### config.mk
export PLATFORM = sky130hd
export DESIGN_NAME = branch_rs_scheduler_flat
export DESIGN_NICKNAME = d
export VERILOG_FILES = /design/src/rtl/branch_rs_if.sv /design/src/rtl/branch_rs_scheduler.sv /design/src/flat_wrapper.sv
export SDC_FILE = /design/constraint.sdc
export NUM_CORES = 1
export LEC_CHECK = 0
export ABC_AREA = 1
export CAP_MARGIN = 10
export CORE_AREA = 5 5 42 44
export DETAILED_ROUTE_END_ITERATION = 6
export DIE_AREA = 0 0 47 49
export GPL_TIMING_DRIVEN = 0
export PLACE_DENSITY = 0.65
export SYNTH_ARGS = -nofsm -noshare
export SYNTH_HDL_FRONTEND = slang
export SYNTH_SLANG_ARGS = --single-unit
### constraint.sdc
create_clock -name clk -period 1.7 [get_ports clk]
set_input_delay 0.34 -clock clk [delete_from_list [all_inputs] [get_ports clk]]
set_output_delay 0.34 -clock clk [all_outputs]
set_load 0.01 [all_outputs]
### src/rtl/branch_rs_if.sv
// Branch reservation station scheduler bus.
//   master : rename/issue side (drives clear, dispatchValid, entryReady, fuStall)
//   slave  : scheduler (drives full, writeRequests, grants, execute, busy, occupancy)
interface branch_rs_if #(
  parameter int ENTRIES = 2,
  parameter int CNT_W   = 2
);
  logic               clear;
  logic               dispatchValid;
  logic [ENTRIES-1:0] entryReady;
  logic               fuStall;
  logic               full;
  logic [ENTRIES-1:0] writeRequests;
  logic [ENTRIES-1:0] grants;
  logic               execute;
  logic [ENTRIES-1:0] busy;
  logic [CNT_W-1:0]   occupancy;

  modport master (
    output clear, dispatchValid, entryReady, fuStall,
    input  full, writeRequests, grants, execute, busy, occupancy
  );

  modport slave (
    input  clear, dispatchValid, entryReady, fuStall,
    output full, writeRequests, grants, execute, busy, occupancy
  );
endinterface

### src/rtl/branch_rs_scheduler.sv
// Allocation/issue controller for the branch reservation station.
// Dispatched branches go to the lowest free entry; each cycle the oldest
// busy entry with ready operands is granted to the branch unit. A
// mispredict clear (or reset) empties the station.
// Ports:
//   clk   : clock, all state on posedge
//   reset : synchronous active-high, clears state and forces outputs idle
//   rs    : branch_rs_if.slave (dispatch/ready/stall/clear in; full,
//           writeRequests, grants, execute, busy, occupancy out)
module branch_rs_scheduler #(
  parameter int ENTRIES = 2,
  parameter int CNT_W   = 2
) (
  input  logic         clk,
  input  logic         reset,
  branch_rs_if.slave   rs
);

  logic [ENTRIES-1:0]              busy_q, busy_d;
  // older_q[i][j] = 1 when entry i was allocated before entry j
  logic [ENTRIES-1:0][ENTRIES-1:0] older_q, older_d;
  logic [CNT_W-1:0]                occ_q, occ_d;

  logic [ENTRIES-1:0] cand, win, free_pick, wr, gr;
  logic               is_full, alloc, issue, found, free_found, hit;

  // selection, allocation and next state
  always_comb begin
    is_full    = &busy_q;
    cand       = busy_q & rs.entryReady;
    win        = '0;
    found      = 1'b0;
    hit        = 1'b0;
    free_pick  = '0;
    free_found = 1'b0;

    // oldest candidate: no other candidate is older than it; first hit by
    // index resolves any tie in favour of the lower entry
    for (int i = 0; i < ENTRIES; i++) begin
      hit = 1'b0;
      for (int j = 0; j < ENTRIES; j++)
        if (cand[j] && older_q[j][i]) hit = 1'b1;
      if (cand[i] && !hit && !found) begin
        win[i] = 1'b1;
        found  = 1'b1;
      end
    end

    for (int i = 0; i < ENTRIES; i++)
      if (!busy_q[i] && !free_found) begin
        free_pick[i] = 1'b1;
        free_found   = 1'b1;
      end

    // allocation looks only at pre-edge busy, so an entry issuing this
    // cycle is not handed out again until the next one
    alloc = rs.dispatchValid & ~is_full & ~rs.clear & ~reset;
    issue = found & ~rs.fuStall & ~rs.clear & ~reset;
    wr    = alloc ? free_pick : '0;
    gr    = issue ? win : '0;

    busy_d  = (busy_q | wr) & ~gr;
    older_d = older_q;
    for (int k = 0; k < ENTRIES; k++)
      if (wr[k])
        for (int j = 0; j < ENTRIES; j++) begin
          older_d[k][j] = 1'b0;
          if (j != k) older_d[j][k] = busy_q[j];
        end
    // issued entry drops out of the age order entirely
    for (int w = 0; w < ENTRIES; w++)
      if (gr[w])
        for (int j = 0; j < ENTRIES; j++) begin
          older_d[w][j] = 1'b0;
          older_d[j][w] = 1'b0;
        end
    occ_d = occ_q + CNT_W'(alloc) - CNT_W'(issue);

    if (reset || rs.clear) begin
      busy_d  = '0;
      older_d = '0;
      occ_d   = '0;
    end
  end

  always_ff @(posedge clk) begin
    if (reset) begin
      busy_q  <= '0;
      older_q <= '0;
      occ_q   <= '0;
    end else begin
      busy_q  <= busy_d;
      older_q <= older_d;
      occ_q   <= occ_d;
    end
  end

  always_comb begin
    rs.full          = is_full & ~reset;
    rs.writeRequests = wr;
    rs.grants        = gr;
    rs.execute       = |gr;
    rs.busy          = busy_q;
    rs.occupancy     = occ_q;
  end

endmodule
### src/flat_wrapper.sv
// flat-port wrapper written by rule: the top's interface ports become plain ports
module branch_rs_scheduler_flat 
#(
  parameter int ENTRIES = 2,
  parameter int CNT_W   = 2
)
  (clk, reset, rs_clear, rs_dispatchValid, rs_entryReady, rs_fuStall, rs_full, rs_writeRequests, rs_grants, rs_execute, rs_busy, rs_occupancy);
  branch_rs_if #(.ENTRIES(ENTRIES), .CNT_W(CNT_W)) rs_i ();
  input  logic clk;
  input  logic reset;
  input wire logic [$bits(rs_i.clear)-1:0] rs_clear;
  input wire logic [$bits(rs_i.dispatchValid)-1:0] rs_dispatchValid;
  input wire logic [$bits(rs_i.entryReady)-1:0] rs_entryReady;
  input wire logic [$bits(rs_i.fuStall)-1:0] rs_fuStall;
  output wire logic [$bits(rs_i.full)-1:0] rs_full;
  output wire logic [$bits(rs_i.writeRequests)-1:0] rs_writeRequests;
  output wire logic [$bits(rs_i.grants)-1:0] rs_grants;
  output wire logic [$bits(rs_i.execute)-1:0] rs_execute;
  output wire logic [$bits(rs_i.busy)-1:0] rs_busy;
  output wire logic [$bits(rs_i.occupancy)-1:0] rs_occupancy;
  assign rs_i.clear = rs_clear;
  assign rs_i.dispatchValid = rs_dispatchValid;
  assign rs_i.entryReady = rs_entryReady;
  assign rs_i.fuStall = rs_fuStall;
  assign rs_full = rs_i.full;
  assign rs_writeRequests = rs_i.writeRequests;
  assign rs_grants = rs_i.grants;
  assign rs_execute = rs_i.execute;
  assign rs_busy = rs_i.busy;
  assign rs_occupancy = rs_i.occupancy;
  branch_rs_scheduler #(.ENTRIES(ENTRIES), .CNT_W(CNT_W)) u_core (.clk(clk), .reset(reset), .rs(rs_i));
endmodule
==> results of run 1 <==
[cell type report]
type / count / area (um^2)
Clock buffer: 3 / 22.5
Fill cell: 161 / 768
Inverter: 12 / 45.0
Multi-Input combinational cell: 34 / 241
Sequential cell: 6 / 129
Tap cell: 16 / 20.0
Timing Repair Buffer: 23 / 175
[cells in the mapped netlist]
| master | number |
|---|---|
| a21oi_1 | 2 |
| clkinv_1 | 1 |
| dfxtp_1 | 6 |
| ha_1 | 2 |
| inv_1 | 10 |
| inv_2 | 1 |
| nand2_1 | 7 |
| nand2_4 | 1 |
| nand3_1 | 2 |
| nand3_2 | 1 |
| nor2_1 | 9 |
| nor2_2 | 1 |
| nor2_8 | 1 |
| nor3_1 | 1 |
| nor3_2 | 1 |
| nor3b_2 | 1 |
| o21ai_0 | 2 |
| o21bai_1 | 2 |
| xnor2_1 | 1 |
[critical path: stages]
cell	delay, ps
clkdlybuf4s50_1	460
inv_1	50
nand3_2	90
inv_1	50
ha_1	260
inv_1	40
ha_2	170
xnor2_2	130
o21ai_1	120
a21oi_1	40
[what timing repair did]
| item | CTS | global route |
|---|---|---|
| hold buffers | 0 | 0 |
| endpoints found under the hold margin | 0 | 0 |
| pin swaps | 7 | 4 |
| gates resized for setup | 29 | 14 |
| setup endpoints to repair | 8 | 4 |
| setup buffers | 6 | 1 |
[power by group]
group | internal [mW] | switching, mW | total, mW
clock network | 0.0801 | 0.0540 | 0.134
registers | 0.143 | 0.00310 | 0.146
logic | 0.0309 | 0.0297 | 0.0607
total | 0.253 | 0.0869 | 0.340
[worst min-delay path by stage]
stage / from / end / slack [ps] / cells past startpoint
floorplan: u_core.older_q[1] / u_core.older_q[1] / 480 / 2
global placement: u_core.older_q[2] / u_core.older_q[2] / 510 / 2
detailed placement: u_core.older_q[1] / u_core.older_q[1] / 530 / 2
CTS: rs_clear / u_core.rs.occupancy[1] / 430 / 4
global route: rs_clear / u_core.rs.occupancy[0] / 430 / 4
finish: rs_clear / u_core.rs.occupancy[0] / 420 / 4
[registers in the layout, summed over array words and instances, names as in the netlist]
name / cells
u_core.rs.busy: 2
u_core.rs.occupancy: 2
u_core.older_q: 2
[cells by family after synthesis]
kind of cell,synth area share [%]
xor+xnor,2.31
flops,31.7
fa+ha+maj,6.60
simple gates,38.3
compound gates,9.24
buf+inv,11.9
[layout by cell type (no fill, tap or decap)]
master           synthesis  routed
dfxtp_2                  0       1
o21ai_0                  2       1
nor3b_2                  1       1
nor2_1                   9       9
o21ai_1                  0       1
ha_2                     0       1
clkbuf_4                 0       3
nand2_4                  1       1
clkbuf_2                 0       3
inv_2                    1       2
ha_1                     2       1
a21oi_1                  2       2
nor3_2                   1       1
inv_1                   10      10
nor2_2                   1       1
nand3_2                  1       3
xnor2_2                  0       1
dfxtp_1                  6       3
buf_4                    0       7
dfxtp_4                  0       2
clkdlybuf4s50_1          0       6
clkdlybuf4s15_1          0       1
nand2_1                  7       4
nor2_8                   1       1
nand2_2                  0       3
o21bai_1                 2       2
nor3_1                   1       1
dlygate4sd2_1            0       2
buf_2                    0       4
[layer usage]
layer / share of wire (%) / vias to the layer above / track usage, %
li1: - / 214 / -
met1: 44 / 183 / 13.1
met2: 49 / 12 / 16.1
met3: 5.2 / 5 / 3.69
met4: 1.5 / 0 / 4.15
met5: 0 / - / 0
[through the flow]
step | total power, mW | cell area [um^2] | TNS, ps | hold WS (ps) | cells
after CTS | 0.341 | 618 | 0 | 427 | 93
after global routing | 0.372 | 633 | -5.18 | 433 | 94
final | 0.340 | 633 | 0 | 423 | 94
after floorplan | 0.174 | 379 | 0 | 483 | 52
after detailed placement | 0.205 | 559 | -3350 | 528 | 84
after global placement | 0.204 | 559 | -3220 | 509 | 84
==> impl_metrics.csv, run 1 <==
group,metric,value,unit
placement,gp_congestion,0.709,
finish,drive_gt1_share,44.9,%
worst_setup_path,crit_path_max_fanout,3,
grt,antenna_found_initial,0,
routing,drc_errors,0,
worst_setup_path,worst-r2r-setup-slack,120,ps
sta,relSlewSlack,89.3,%
synthesis,synth.distinct_cells,19,
grt,overflow,0,
sta,hold_viol,0,
floorplanning,fp.dieH,49,um
worst_setup_path,critical_path.endpoint,"u_core.rs.occupancy[1]",
pwr,worst_ir_drop_vdd,291,uV
clock_tree,htree_levels,1,
synthesis,synth.area.top_cells,"dfxtp_1 (32%), inv_1 (9.9%), nor2_1 (8.9%)",
sta,finalCriticalPeriod,1620,ps
synthesis,netlist_area,379,um^2
worst_setup_path,critPathKind,"primary input to flop",
sta,setup_viol,0,
floorplanning,io_pins,17,
finish,nets,89,
clock_tree,cts_max_path_buffers,2,
sta,max_freq,618,MHz
worst_setup_path,r2r_cells,12,
worst_setup_path,critPathLaunchType,"primary input",
worst_setup_path,rr_endpoint,"u_core.rs.occupancy[1]",
finish,final_core_util,45.2,%
sta,rsz0062_at_grt,"yes",
synthesis,synthCells,52,
routing,routed-via-count,414,
placement,pre_cts_ws,-568,ps
synthesis,ys_warn_count,0,
pwr,powerDensity,538,nW/um^2
clock_tree,cts_tree,"done",
grt,first_global_vias,470,
synthesis,synth.avg_cell_area,7.29,um^2
hold_path,hp-class,"primary input to flop",
sta,slew_violations,0,
grt,gr-usage-all-layers,10.5,%
sta,clock-skew-final,1.63,ps
clock_tree,clk_latency,240,ps
synthesis,synth_top_area_share,31.7,%
floorplanning,die-area,2300,um^2
finish,antenna_cells,0,
grt,grt_start_max_net_pins,6,
pwr,p_leak,0.314,nW
finish,syn_to_final_growth,67.0,%
floorplanning,initial_core_util,27.1,%
synthesis,ys_ff_latch,6,
clock_tree,cts-root-buf,"clkbuf_4",
clock_tree,numCtsBuffers,3,
sta,setup_ws,81.4,ps
clock_tree,clock-sinks,6,
routing,via_per_inst,4.40,
worst_setup_path,worstReg2RegStart,"u_core.rs.busy[1]",
synthesis,synth_top_cell_by_area,"dfxtp_1",
routing,route.antenna.remaining_nets,0,
run_status,status,"completed",
routing,drt_iter0_drc,3,
job,maxCapViolCount,0,
floorplanning,rows,14,
synthesis,seq_area_frac_synth,31.7,%
placement,port-buffer-count,16,
sta,tightest_slew,160,ps
placement,hpwl,702,um
synthesis,synth_fp_nets,61,
routing,firstDrtPassIters,2,
floorplanning,die_w,47,um
floorplanning,core,1400,um^2
clock_tree,path_clk_slew,50,ps
grt,grt_pass1_wl,1.83,mm
routing,wl_per_cell,10.2,um
sta,period_share,95.2,%
worst_setup_path,cp.required,1830,ps
worst_setup_path,arrival,1750,ps
routing,routed_wl,957,um
worst_setup_path,critPathLaunch,"rs_fuStall",
worst_setup_path,end_kind,"flop",
Note: power is estimated with default switching activity, not from simulation.
==> run 2: changes to the inputs <==
--- a/config.mk
+++ b/config.mk
@@ -11,7 +11,7 @@
 export DETAILED_ROUTE_END_ITERATION = 6
 export DIE_AREA = 0 0 47 49
 export GPL_TIMING_DRIVEN = 0
-export PLACE_DENSITY = 0.65
+export PLACE_DENSITY = 0.62
 export SYNTH_ARGS = -nofsm -noshare
 export SYNTH_HDL_FRONTEND = slang
 export SYNTH_SLANG_ARGS = --single-unit
==> constraint.sdc (replaced) <==
create_clock -name clk -period 2 [get_ports clk]
set_input_delay 0.4 -clock clk [delete_from_list [all_inputs] [get_ports clk]]
set_output_delay 0.4 -clock clk [all_outputs]
set_load 0.01 [all_outputs]
==> run 2 against run 1 <==
Net effect:
- core utilization down 2.6 points
- worst setup slack gained 7.5 ps
- first-iteration DRC count decreased by 67%
- flip-flop and latch count stayed put
- die area is the same
- clock skew rose by 5.4 ps
- critical path depth shrank 5
- wire length decreased by 10%
- final cell count decreased by 6.4%
- clock-buffer cell count stayed put
- critical endpoint is now rs_grants[1]
- highest routed layer is now met3
==> impl_metrics.csv, run 2 (synthesized netlist as in run 1, its figures left out) <==
group,metric,value,unit
run_status,status,"completed",
worst_setup_path,arrival,1510,ps
floorplanning,fp.dieH,49,um
pwr,powerDensity,479,nW/um^2
sta,hold_viol,0,
clock_tree,cts_tree,"done",
floorplanning,rows,14,
floorplanning,initial_core_util,27.1,%
floorplanning,io_pins,17,
finish,layout_common_cells,"inv_1 (10), nor2_1 (9), clkdlybuf4s50_1 (9), nand2_1 (5), dlygate4sd2_1 (5)",
sta,slew_violations,0,
routing,via_per_inst,4.36,
routing,routed_wl,859,um
routing,routed-via-count,384,
routing,drc_errors,0,
grt,overflow,0,
finish,final_common_cell,"inv_1",
finish,drive_gt1_share,26.4,%
sta,relSlewSlack,85.9,%
worst_setup_path,end_kind,"output port",
sta,period_share,95.6,%
clock_tree,htree_levels,1,
worst_setup_path,cp_slowest_cell,"clkdlybuf4s50_1",
routing,drt_iter0_drc,1,
worst_setup_path,crit_path_max_fanout,3,
floorplanning,die-area,2300,um^2
routing,firstDrtPassIters,4,
clock_tree,clock-sinks,6,
worst_setup_path,worstPathCellList,"clkdlybuf4s50_1, nand3_1, nand2_2, nor3b_2, clkdlybuf4s15_2",
sta,setup-tns-final,0,ps
sta,max_freq,523,MHz
pwr,worst_ir_drop_vdd,275,uV
clock_tree,clk_latency,250,ps
sta,setup_viol,0,
worst_setup_path,slowest_delay,480,ps
sta,clock-skew-final,7.05,ps
grt,antenna_found_initial,0,
grt,gr-usage-all-layers,8.96,%
clock_tree,path_clk_slew,50,ps
routing,route.antenna.remaining_nets,0,
worst_setup_path,critPathLaunchType,"primary input",
finish,nets,83,
grt,grt_pass1_wl,1.45,mm
routing,wl_per_cell,9.76,um
worst_setup_path,cp.required,1600,ps
sta,tightest_slew,212,ps
placement,hpwl,673,um
job,maxCapViolCount,0,
floorplanning,die_w,47,um
floorplanning,core,1400,um^2
pwr,p_total,0.286,mW
sta,finalCriticalPeriod,1910,ps
pwr,p_leak,0.281,nW
finish,syn_to_final_growth,57.4,%
placement,port-buffer-count,16,
clock_tree,numCtsBuffers,3,
finish,antenna_cells,0,
clock_tree,cts-root-buf,"clkbuf_4",
clock_tree,cts_max_path_buffers,2,
grt,grt_start_max_net_pins,8,
placement,gp_congestion,0.683,
grt,first_global_vias,379,
hold_path,hp-class,"flop to flop",
worst_setup_path,critPathKind,"primary input to output port",
-- run 2: cell count changes in the layout (fill, tap and decap cells not counted), sizes merged --
cell           change
inv                -1
clkbuf             -2
buf               -10
clkinv             +1
clkdlybuf4s50      +3
dlygate4sd2        +3
-- run 2: what timing repair did --
action | 4_1_cts | 5_1_grt
pin swaps | 1 | 1
hold buffers | 0 | 0
endpoints found under the hold margin | 0 | 0
buffers inserted | 1 | 0
setup endpoints to repair | 6 | 4
gates resized for setup | 9 | 9
-- run 2: final cells by class --
type | instances | area [um^2]
Sequential cell | 6 | 123
Multi-Input combinational cell | 34 | 229
Clock buffer | 3 | 22.5
Timing Repair Buffer | 17 | 158
Fill cell | 160 | 805
Tap cell | 16 | 20.0
Inverter | 12 | 45.0
-- run 2: worst paths after layout --
kind	from	end	slack [ps]	cells past startpoint
min reg2reg	u_core.older_q[2]	u_core.older_q[2]	520	2
max reg2reg	u_core.rs.busy[1]	u_core.rs.occupancy[1]	330	11
max	rs_entryReady[1]	rs_grants[1]	90	5
min	u_core.older_q[2]	u_core.older_q[2]	520	2
-- run 2: metrics by stage --
| step | util [%] | area, um^2 | hold WS [ps] | cells | worst slack [ps] |
|---|---|---|---|---|---|
| floorplan | - | 379 | 483 | 52 | 308 |
| global placement | 39.9 | 559 | 514 | 84 | -385 |
| detailed placement | 39.9 | 559 | 517 | 84 | -383 |
| CTS | 41.6 | 583 | 528 | 88 | 40.2 |
| global route | 42.6 | 597 | 540 | 88 | -8.91 |
| finish | 42.6 | 597 | 518 | 88 | 88.9 |
-- run 2: routing by layer --
| metal | vias to the layer above | share of wire (%) | global-route usage (%) |
|---|---|---|---|
| li1 | 199 | - | - |
| met1 | 170 | 43 | 9.93 |
| met2 | 15 | 46 | 12.2 |
| met3 | 0 | 11 | 4.80 |
| met4 | 0 | 0 | 6.91 |
| met5 | - | 0 | 0 |
-- run 2: power by group --
part           internal, mW  switching, mW
Sequential            0.123        0.00341
Combinational        0.0233         0.0215
Clock                0.0681         0.0466
Total                 0.215         0.0716
-- run 2: critical path: cells and delay by family --
kind	cells	cell delay [ps]
buf+inv	2	730
simple gates	3	390
